$ cat src/rtl/rf_tag_ctrl.sv
// Per-register write tracking for x1-x31: rolling write tags, dirty flags and
// in-flight counters feeding the operand bypass compare and the issue stall.
module rf_tag_ctrl #(
  parameter int TAG_WIDTH = 2
) (
  input  logic                 clk,
  input  logic                 rst,
  input  logic                 flush,
  input  logic                 issue_en,
  input  logic [4:0]           issue_rd_addr,
  output logic [TAG_WIDTH-1:0] issue_tag,
  output logic                 issue_ready,
  input  logic                 wb_en,
  input  logic [4:0]           wb_addr,
  input  logic [TAG_WIDTH-1:0] wb_tag,
  input  logic                 rd_rf1_en,
  input  logic [4:0]           rd_rf1_addr,
  output logic [TAG_WIDTH-1:0] rd_rf1_tag,
  output logic                 rd_rf1_dirty,
  input  logic                 rd_rf2_en,
  input  logic [4:0]           rd_rf2_addr,
  output logic [TAG_WIDTH-1:0] rd_rf2_tag,
  output logic                 rd_rf2_dirty,
  output logic                 any_pending
);

  localparam logic [TAG_WIDTH-1:0] CNT_MAX = '1;

  // Entry 0 is held at reset value so x0 never carries state.
  logic [TAG_WIDTH-1:0] tag_q   [32];
  logic [TAG_WIDTH-1:0] cnt_q   [32];
  logic [31:0]          dirty_q;

  logic issue_rd_nz;
  logic wb_addr_nz;
  logic issue_fire;
  logic wb_fire;

  assign issue_rd_nz = (issue_rd_addr != 5'd0);
  assign wb_addr_nz  = (wb_addr != 5'd0);

  assign issue_tag   = issue_rd_nz ? (tag_q[issue_rd_addr] + TAG_WIDTH'(1)) : '0;
  assign issue_ready = ~flush & (~issue_rd_nz | (cnt_q[issue_rd_addr] != CNT_MAX));

  assign issue_fire  = issue_en & issue_ready & issue_rd_nz;
  // A retire with nothing in flight is dropped rather than underflowing the counter.
  assign wb_fire     = wb_en & wb_addr_nz & (cnt_q[wb_addr] != '0);

  assign rd_rf1_tag   = (rd_rf1_en && rd_rf1_addr != 5'd0) ? tag_q[rd_rf1_addr] : '0;
  assign rd_rf1_dirty = rd_rf1_en && rd_rf1_addr != 5'd0 && dirty_q[rd_rf1_addr];
  assign rd_rf2_tag   = (rd_rf2_en && rd_rf2_addr != 5'd0) ? tag_q[rd_rf2_addr] : '0;
  assign rd_rf2_dirty = rd_rf2_en && rd_rf2_addr != 5'd0 && dirty_q[rd_rf2_addr];

  always_comb begin
    any_pending = 1'b0;
    for (int r = 1; r < 32; r++) begin
      if (cnt_q[r] != '0) any_pending = 1'b1;
    end
  end

  always_ff @(posedge clk or posedge rst) begin
    if (rst) begin
      dirty_q <= '0;
      for (int r = 0; r < 32; r++) begin
        tag_q[r] <= '0;
        cnt_q[r] <= '0;
      end
    end else if (flush) begin
      // Tags survive a flush so stale in-flight tags cannot alias new ones.
      dirty_q <= '0;
      for (int r = 0; r < 32; r++) cnt_q[r] <= '0;
    end else begin
      for (int r = 1; r < 32; r++) begin
        if (issue_fire && issue_rd_addr == 5'(r)) begin
          tag_q[r]   <= issue_tag;
          dirty_q[r] <= 1'b1;
          if (!(wb_fire && wb_addr == 5'(r))) cnt_q[r] <= cnt_q[r] + TAG_WIDTH'(1);
        end else if (wb_fire && wb_addr == 5'(r)) begin
          cnt_q[r] <= cnt_q[r] - TAG_WIDTH'(1);
          if (wb_tag == tag_q[r]) dirty_q[r] <= 1'b0;
        end
      end
    end
  end

`ifndef SYNTHESIS
  always @(posedge clk) begin
    if (!rst && !flush) begin
      assert (!(wb_en && wb_addr_nz && cnt_q[wb_addr] == '0))
        else $error("rf_tag_ctrl: writeback to x%0d with no write in flight", wb_addr);
    end
  end
`endif

endmodule

$ cat config.mk
export PLATFORM = sky130hd
export DESIGN_NAME = rf_tag_ctrl
export DESIGN_NICKNAME = d
export VERILOG_FILES = /design/src/rtl/rf_tag_ctrl.sv
export SDC_FILE = /design/constraint.sdc
export NUM_CORES = 1
export LEC_CHECK = 0
export BUFFER_PORTS_ARGS = -buffer_cell sky130_fd_sc_hd__buf_2
export CAP_MARGIN = 40
export CORE_UTILIZATION = 50
export CTS_BUF_LIST = sky130_fd_sc_hd__clkbuf_4
export DETAILED_ROUTE_END_ITERATION = 8
export HOLD_SLACK_MARGIN = 0.12
export PLACE_DENSITY = 0.72
export SYNTH_ARGS = -nofsm -noshare
export SYNTH_HDL_FRONTEND = slang
export SYNTH_SLANG_ARGS = --single-unit
$ cat constraint.sdc
create_clock -name clk -period 6 [get_ports clk]
set_input_delay 0.3 -clock clk [delete_from_list [all_inputs] [get_ports clk]]
set_output_delay 0.3 -clock clk [all_outputs]
set_load 0.02 [all_outputs]
==> results of run 1 <==
-- worst min-delay path: cells and delay by family --
family / cells / cell delay [ns]
buf+inv: 1 / 0.16
compound gates: 1 / 0.10
simple gates: 1 / 0.18
-- final timing paths --
check / start / end / slack, ns
worst min register to register: dirty_q[7]$_DFFE_PP0P_ / dirty_q[7]$_DFFE_PP0P_ / 0.56
min in group asynchronous: rst / tag_q[24]$_DFFE_PP0P_ / 0.41
worst min-delay path: issue_en / cnt_q[17]$_DFFE_PP0P_ / 0.18
max in group asynchronous: rst / tag_q[51]$_DFFE_PP0P_ / 4.54
worst max register to register: tag_q[5]$_DFFE_PP0P_ / tag_q[15]$_DFFE_PP0P_ / 3.02
worst max-delay path: tag_q[5]$_DFFE_PP0P_ / issue_tag[1] / 2.17
-- flip-flops by register name, indices dropped and copies added, names as in the netlist --
signal and count:
cnt_q 62, tag_q 62, dirty_q 31
-- layout by cell type (no fill, tap or decap), types with 9 or more instances in the layout --
cell type / n
a21oi_1: 32
a31o_2: 9
and3_1: 11
buf_2: 38
clkbuf_4: 17
dfrtp_1: 155
mux2_1: 29
mux2_2: 41
mux2i_1: 12
mux4_2: 75
nand2_1: 69
nand2b_1: 15
nand3_1: 33
nor2_1: 83
nor2b_1: 16
nor3_1: 24
nor4_1: 13
o21ai_0: 41
o311ai_0: 20
or3_1: 11
xnor2_1: 61
xor2_1: 50
-- kinds of logic (layout without fill, tap and decap cells) --
group           Yosys count  after routing  share of synthesized area
xor+xnor                117            117                     0.0996
buf+inv                  82             95                     0.0356
compound gates          169            169                      0.106
simple gates            328            328                      0.155
mux                     165            165                      0.254
other cells               0              2                          0
flops                   155            155                      0.351
-- power by group through the flow --
stage / Sequential [mW] / Combinational [mW] / Clock (mW)
2_1_floorplan: 1.22 / 0.444 / 0
3_3_place_gp: 1.26 / 0.537 / 0
3_5_place_dp: 1.27 / 0.565 / 0
4_1_cts: 1.25 / 0.569 / 0.797
5_1_grt: 1.26 / 0.611 / 0.837
6_report: 1.25 / 0.569 / 0.791
-- final cells by class --
cell class                      instances  area, um2
Antenna cell                            2       5.00
Clock buffer                           17        128
Clock inverter                         14        219
Fill cell                            1874       9890
Inverter                                8       35.0
Multi-Input combinational cell        779       6790
Sequential cell                       155       3880
Tap cell                              280        350
Timing Repair Buffer                   56        454
-- metal layers --
layer,global-route usage,vias to the layer above,share of wire
li1,-,3830,-
met1,0.438,4532,0.41
met2,0.466,539,0.45
met3,0.0755,79,0.11
met4,0.104,0,0.030
met5,0,-,0
==> results.md, run 1 <==
- Number of global-route vias before repair: 8474
- Worst-path fanout max: 17
- Ratio of cells with drive above 1 in the final layout: 0.226
- Largest cells by area after synthesis: dfrtp_1 35%, mux4_2 15%, xnor2_1 4.8%, mux2_2 4.2%, xor2_1 4.0%
- CP Capture Type: primary output
- Post-DRT Antenna Nets: 0
- Die Span Y: 151 um
- FFs w/ async S/R, synth: 1.00
- Via density: 6.85
- DRC: 0
- Max Cap Viol: 0
- Port bufs: 38
- Final-report max-slew violation count: 0
- Commonest cells post-synth: 155 x dfrtp_1, 83 x nor2_1, 75 x mux4_2, 69 x nand2_1, 61 x xnor2_1
- WHS: 0.184 ns
- CP required: 5.70 ns
- Worst vdd ir: 0.142 mV
- Fin crit share: 0.639
- Sequential power share: 0.480
- Placed inst area: 0.0115 mm2
- GPL Wtd Cong: 0.936
- Initial antenna violation count: 2
- Leak Pwr: 4.98 nW
- Final Hold Vio Count: 0
- Clock root buffer: clkbuf_4
- HP Class: input port to flop
- Internal: 1.78 mW
- RSZ-0062 raised after global routing: no
- Longest Clk Path Bufs: 2
- Clk slew on worst S/H paths: 0.14 ns
- Total Power: 2.61 mW
- Synth area leader: dfrtp_1
- Flops & latches, synth: 155
- Top FF cell, synth: dfrtp_1
- Num rows: 54
- Setup TNS Final: 0 ns
- Critical-path top delay cell: xor2_2
- Final min period: 3.83 ns
- Vias after detailed routing: 8980
- Worst-Margin Slew: 0.912 ns
- Post-DP HPWL: 24500 um
- Syn Inst Count: 1016
- Initial Util: 0.509
- R2R cell count: 6
- Die area: 0.0227 mm2
- CP startpoint kind: flop
- First-pass GRT wire length: 51500 um
- Mapped Avg Cell Area: 10.9 um2
- Design Area, Final: 0.0119 mm2
- Number of synthesized flops with an enable pin: 0
- Die X: 151 um
- CTS resizes: 0
- Synth top area share: 0.351
- DR WL/cell: 25.3 um
- Finished Core Util: 0.545
- Switching power: 0.834 mW
- Top-count cell post-synth: dfrtp_1
- Max H-tree Level: 4
- Post-route worst setup slack: 2.17 ns
- Max-slew headroom: 0.386
- I/O pin cnt: 39
- Net count, final: 1046
- Post-synthesis sequential area ratio: 0.351
- Syn_nets: 1045
- CTS buffer count: 17
- CTS tree: built
- Switching share of power: 0.319
- Worst hold stages: 3
- DRT iter0 DRCs: 1019
- Clk_lat worst skew: 0.60 ns
- # hold bufs at CTS: 2
- Largest net degree at the start of global routing: 90
- PwrDens: 220 mW/mm2
- Final wirelength: 33200 um
- GRT Overall Usage: 0.310
- Post-Place Cells: 1276
- Delay-heaviest family, CP: multiplexers
- Max stage delay on crit path: 0.59 ns
- Final Setup Violations: 0
- Crit path depth: 6
- Core ar.: 0.0218 mm2
- CP Buf/Inv Count: 2
- CP Class: flop to primary output
- CTS sink count: 155
- Drt first pass iters: 6
- GRT Residual Overflow: 0
- Combinational power share: 0.218
- Area of the mapped netlist: 0.0111 mm2
- Status: complete, no violations
- Layout area overhead: 7.20%
- Fmax achieved: 261 MHz
- Post-CTS Setup Repair Bufs: 0
- Post-synth cell types: 77
- Clock share of power: 0.303
- Pre-CTS setup slack: 2.15 ns
- Worst Path Arrival: 3.53 ns
- YS warnings: 2
- Post-Layout Cell Count: 1311
- Fin Clk Skew: 0.0269 ns
- Worst-path cell chain: mux4_1 -> mux4_2 -> a211oi_2 -> xor2_2 -> buf_4 -> buf_2
(Power assumes the default switching activity.)
==> inputs of run 2 (changes only) <==
--- a/config.mk
+++ b/config.mk
@@ -11,7 +11,7 @@
 export CTS_BUF_LIST = sky130_fd_sc_hd__clkbuf_4
 export DETAILED_ROUTE_END_ITERATION = 8
 export HOLD_SLACK_MARGIN = 0.12
-export PLACE_DENSITY = 0.72
+export PLACE_DENSITY = 0.74
 export SYNTH_ARGS = -nofsm -noshare
 export SYNTH_HDL_FRONTEND = slang
 export SYNTH_SLANG_ARGS = --single-unit
==> constraint.sdc (replaced) <==
create_clock -name clk -period 3.4 [get_ports clk]
set_input_delay 0.17 -clock clk [delete_from_list [all_inputs] [get_ports clk]]
set_output_delay 0.17 -clock clk [all_outputs]
set_load 0.02 [all_outputs]
==> run 2 against run 1 <==
  * Hold slack got worse by 0.011 ns
  * Sequential share of layout area barely moved
  * Routed wire length up 2.1%
  * Sequential cell count stayed put
  * Combinational power is 78% higher
  * Register-to-register slack got worse by 2.6 ns
  * Total power grew 64%
  * Critical path depth unchanged
  * First-iteration DRC count rose by 17%
  * Critical path type unchanged
==> results.md, run 2 (synthesized netlist as in run 1, its figures left out) <==
- Worst-path fanout max: 14
- Post-Place Cells: 1297
- First-pass GRT wire length: 52300 um
- Num rows: 54
- Fmax achieved: 316 MHz
- CP startpoint kind: flop
- Fin crit share: 0.932
- Final-report max-slew violation count: 0
- DR WL/cell: 25.4 um
- Status: complete, no violations
- CTS resizes: 0
- # hold bufs at CTS: 4
- RSZ-0062 raised after global routing: no
- PwrDens: 363 mW/mm2
- Vias after detailed routing: 9126
- Multi-input logic area: 0.00679 mm2
- Post-Layout Cell Count: 1333
- Setup TNS Final: 0 ns
- CP Class: flop to primary output
- Port bufs: 38
- Post-CTS Setup Repair Bufs: 0
- Number of global-route vias before repair: 8563
- Final Setup Violations: 0
- Design Area, Final: 0.0118 mm2
- CTS sink count: 155
- Layout area overhead: 7.06%
- Fin Clk Skew: 0.0261 ns
- Die area: 0.0227 mm2
- Via density: 6.85
- Net count, final: 1069
- Initial antenna violation count: 3
- Worst vdd ir: 0.196 mV
- DRC: 0
- Initial Util: 0.509
- Worst Path Arrival: 3.00 ns
- Die Span Y: 151 um
- Drt first pass iters: 9
- Worst-Margin Slew: 0.922 ns
- Post-DRT Antenna Nets: 0
- Clk slew on worst S/H paths: 0.16 ns
- Max Cap Viol: 0
- GPL Wtd Cong: 0.971
- Final wirelength: 33900 um
- I/O pin cnt: 39
- Longest Clk Path Bufs: 2
- Filler cell count: 1907
- Commonest cells after routing, fill and taps aside: 155 x dfrtp_1, 83 x nor2_1, 75 x mux4_2
- Total Power: 4.30 mW
- Die X: 151 um
- Final min period: 3.17 ns
- Register Area: 0.00388 mm2
- Ratio of cells with drive above 1 in the final layout: 0.242
- Most common cell after layout, fill and taps aside: dfrtp_1
- Max stage delay on crit path: 0.50 ns
- Final Hold Vio Count: 0
- HP Class: input port to flop
- Largest net degree at the start of global routing: 156
- DRT iter0 DRCs: 1195
- CP Capture Type: primary output
- Largest regs: cnt_q x62, tag_q x62, dirty_q x31
- Worst-path cell chain: mux4_2 -> a22o_1 -> a221oi_2 -> a21oi_1 -> a211oi_1 -> buf_2
- Clk_lat worst skew: 0.57 ns
- Clock root buffer: clkbuf_4
- GRT Residual Overflow: 0
- GRT Overall Usage: 0.314
- CTS buffer count: 17
- Placed inst area: 0.0116 mm2
- CP required: 3.23 ns
- Critical-path top delay cell: mux4_2
- Max H-tree Level: 4
- Max-slew headroom: 0.385
- Post-DP HPWL: 25100 um
- Leak Pwr: 5.02 nW
- CTS tree: built
- WHS: 0.173 ns
- Core ar.: 0.0218 mm2
run 2: cell count changes in the layout (fill, tap and decap cells not counted), moves of 2 or more:
cell | before | now
inv_8 | 0 | 2
buf_4 | 8 | 34
buf_12 | 1 | 3
buf_16 | 5 | 0
bufinv_16 | 5 | 0
clkinv_2 | 0 | 2
dlygate4sd3_1 | 2 | 4
run 2: worst paths after layout:
path	from	endpoint	slack [ns]	depth (start not counted)
max in group asynchronous	rst	cnt_q[58]$_DFFE_PP0P_	2.34	4
setup / recovery	cnt_q[1]$_DFFE_PP0P_	issue_ready	0.23	6
hold / removal	wb_tag[1]	dirty_q[15]$_DFFE_PP0P_	0.17	4
min in group asynchronous	rst	tag_q[25]$_DFFE_PP0P_	0.35	4
setup reg to reg	cnt_q[37]$_DFFE_PP0P_	tag_q[48]$_DFFE_PP0P_	0.45	7
hold reg to reg	dirty_q[20]$_DFFE_PP0P_	dirty_q[20]$_DFFE_PP0P_	0.56	2
run 2: worst max-delay path: cells and delay by family (launching register included):
kind	cells	cell delay, ns
AO/OA/AOI/OAI	4	1.20
buffers and inverters	1	0.25
flip-flops	1	0.48
multiplexers	1	0.50
run 2: report_power, final:
part	total (mW)	leakage [nW]	internal (mW)	switching (mW)
Combinational	1.01	2.77	0.506	0.508
Sequential	2.22	2.12	1.98	0.242
Clock	1.06	0.125	0.301	0.761
Total	4.30	5.02	2.79	1.51
run 2: layout make-up:
class | count | area share
Antenna cell | 1 | 0.000211
Clock buffer | 17 | 0.0108
Clock inverter | 14 | 0.00972
Inverter | 8 | 0.00285
Multi-Input combinational cell | 779 | 0.573
Sequential cell | 155 | 0.327
Tap cell | 280 | 0.0296
Timing Repair Buffer | 79 | 0.0461
run 2: stage by stage:
step           setup slack (ns)   util
2_1_floorplan             0.834      -
3_3_place_gp              0.368  0.530
3_5_place_dp              0.293  0.531
4_1_cts                   0.230  0.544
5_1_grt                   0.102  0.544
6_report                  0.232  0.544
run 2: layer usage:
layer | wire (um) | track usage | vias up | part of all wire
met5 | 0 | 0 | - | 0
met4 | 957 | 0.101 | 0 | 0.028
met3 | 3920 | 0.0779 | 79 | 0.12
met2 | 14800 | 0.449 | 599 | 0.44
met1 | 14100 | 0.466 | 4562 | 0.42
li1 | - | - | 3886 | -
==> inputs of run 3 (changes only) <==
--- a/config.mk
+++ b/config.mk
@@ -7,6 +7,7 @@
 export LEC_CHECK = 0
 export BUFFER_PORTS_ARGS = -buffer_cell sky130_fd_sc_hd__buf_2
 export CAP_MARGIN = 40
+export CORE_ASPECT_RATIO = 0.9
 export CORE_UTILIZATION = 50
 export CTS_BUF_LIST = sky130_fd_sc_hd__clkbuf_4
 export DETAILED_ROUTE_END_ITERATION = 8
==> run 3 against run 2 <==
  * Utilization increased by 0.57 points
  * Largest cell class unchanged
  * Sequential power is essentially flat
  * Highest routed layer unchanged
  * Critical path type unchanged
  * Clock-buffer cell count did not move
  * Critical path depth did not move
  * Cell area increased by 0.76%
  * Total power is 2.1% higher
  * First-iteration DRC count shrank 4.7%
  * Routed wire length grew 1.3%
  * Largest power group unchanged
  * Final cell count rose by 1.1%
  * Non-clock buffer count up 3
  * Sequential share of layout area decreased by 0.25 points
  * Hold slack improved by 0.040 ns
==> results.md, run 3 (synthesized netlist as in run 1, its figures left out) <==
- Post-DRT Antenna Nets: 0
- RSZ-0062 raised after global routing: no
- GPL Wtd Cong: 0.958
- Commonest cells after routing, fill and taps aside: 155 x dfrtp_1, 83 x nor2_1, 75 x mux4_2
- PwrDens: 368 mW/mm2
- Max Cap Viol: 0
- Setup TNS Final: 0 ns
- Port bufs: 38
- Num rows: 51
- Net count, final: 1072
- Worst vdd ir: 0.188 mV
- GRT Residual Overflow: 0
- Final min period: 3.27 ns
- Post-route worst setup slack: 0.126 ns
- CTS buffer count: 17
- Vias after detailed routing: 9103
- CP startpoint kind: flop
- R2R cell count: 6
- Longest Clk Path Bufs: 2
- Clk slew on worst S/H paths: 0.15 ns
- Initial antenna violation count: 1
- CP Capture Type: primary output
- Worst Path Arrival: 3.10 ns
- HP Class: input port to asynchronous set/reset pin
- Status: complete, no violations
- Max-slew headroom: 0.436
- Clk_lat worst skew: 0.61 ns
- CTS sink count: 155
- Fin crit share: 0.963
- CTS resizes: 0
- DRT iter0 DRCs: 1139
- Leak Pwr: 5.06 nW
- Filler cell count: 1889
- Delay-heaviest family, CP: multiplexers
- Via density: 6.75
- Final Setup Violations: 0
- CTS tree: built
- DRC: 0
- Final Hold Vio Count: 0
- Max H-tree Level: 4
- I/O pin cnt: 39
- Initial Util: 0.510
- CP Buf/Inv Count: 2
- Crit path depth: 6
- First-pass GRT wire length: 53200 um
- Worst-path fanout max: 17
- Die area: 0.0227 mm2
- Ratio of cells with drive above 1 in the final layout: 0.243
- Die X: 159 um
- Worst-Margin Slew: 0.837 ns
- Die Span Y: 143 um
- Pre-CTS setup slack: 0.323 ns
- Worst-path cell chain: mux4_1 -> mux4_2 -> a211oi_2 -> xor2_2 -> buf_4 -> buf_2
- Final-report max-slew violation count: 0
- Core ar.: 0.0217 mm2
- Register Area: 0.00388 mm2
- Largest net degree at the start of global routing: 66
- Fin Clk Skew: 0.0256 ns
- Max stage delay on crit path: 0.57 ns
- CP Class: flop to primary output
- Final wirelength: 34300 um
- DR WL/cell: 25.4 um
- Fmax achieved: 305 MHz
- GRT Overall Usage: 0.314
- Most common cell after layout, fill and taps aside: dfrtp_1
- Number of global-route vias before repair: 8729
- Post-DP HPWL: 25300 um
- Layout area overhead: 7.87%
- Multi-input logic area: 0.00679 mm2
- Clock root buffer: clkbuf_4
- CP required: 3.23 ns
- Drt first pass iters: 5
- Critical-path top delay cell: mux4_1
- Largest regs: cnt_q x62, tag_q x62, dirty_q x31
[run 3: report_power, final]
part	total (mW)	internal, mW	switching [mW]
logic	1.03	0.512	0.518
registers	2.21	1.98	0.233
clock network	1.14	0.378	0.767
[run 3: stage by stage]
| step | util | total power [mW] | instance area [um2] | cells | hold slack [ns] |
|---|---|---|---|---|---|
| 2_1_floorplan | - | 2.93 | 11100 | 1016 | 0.387 |
| 5_1_grt | 0.550 | 4.57 | 11900 | 1348 | 0.252 |
| 4_1_cts | 0.550 | 4.38 | 11900 | 1347 | 0.212 |
| 3_3_place_gp | 0.534 | 3.21 | 11600 | 1307 | 0.320 |
| 6_report | 0.550 | 4.39 | 11900 | 1348 | 0.214 |
| 3_5_place_dp | 0.535 | 3.25 | 11600 | 1310 | 0.317 |
[run 3: worst register-to-register path, delay by kind of cell (launching register included)]
family	cells	cell delay, ns
flops	1	0.48
compound gates	2	0.30
mux	2	0.95
simple gates	2	1.02
[run 3: timing repair]
item / CTS / global route
endpoints found under the hold margin: 35 / 0
buffers inserted: 0 / 0
hold buffers: 5 / 0
[run 3: final cells by class]
class                           count  area share
Antenna cell                        1    0.000210
Sequential cell                   155       0.325
Inverter                            8     0.00283
Multi-Input combinational cell    779       0.569
Tap cell                          291      0.0305
Timing Repair Buffer               82      0.0500
Clock buffer                       17      0.0107
Clock inverter                     15      0.0117
[run 3: worst paths after layout]
kind / startpoint / endpoint / slack, ns
worst min-delay path: rst / dirty_q[23]$_DFFE_PP0P_ / 0.21
worst min register to register: dirty_q[6]$_DFFE_PP0P_ / dirty_q[6]$_DFFE_PP0P_ / 0.56
min in group clk: issue_rd_addr[4] / cnt_q[13]$_DFFE_PP0P_ / 0.26
worst max-delay path: tag_q[5]$_DFFE_PP0P_ / issue_tag[1] / 0.13
max in group asynchronous: rst / cnt_q[53]$_DFFE_PP0P_ / 2.36
worst max register to register: cnt_q[42]$_DFFE_PP0P_ / tag_q[48]$_DFFE_PP0P_ / 0.57
[run 3: routing by layer]
layer  routed length, um  vias to the layer above  share of wire  GRT usage
li1                    -                     3887              -          -
met1               14600                     4538           0.43      0.457
met2               14600                      585           0.43      0.444
met3                4000                       93           0.12     0.0848
met4                1020                        0          0.030      0.117
met5                   0                        -              0          0
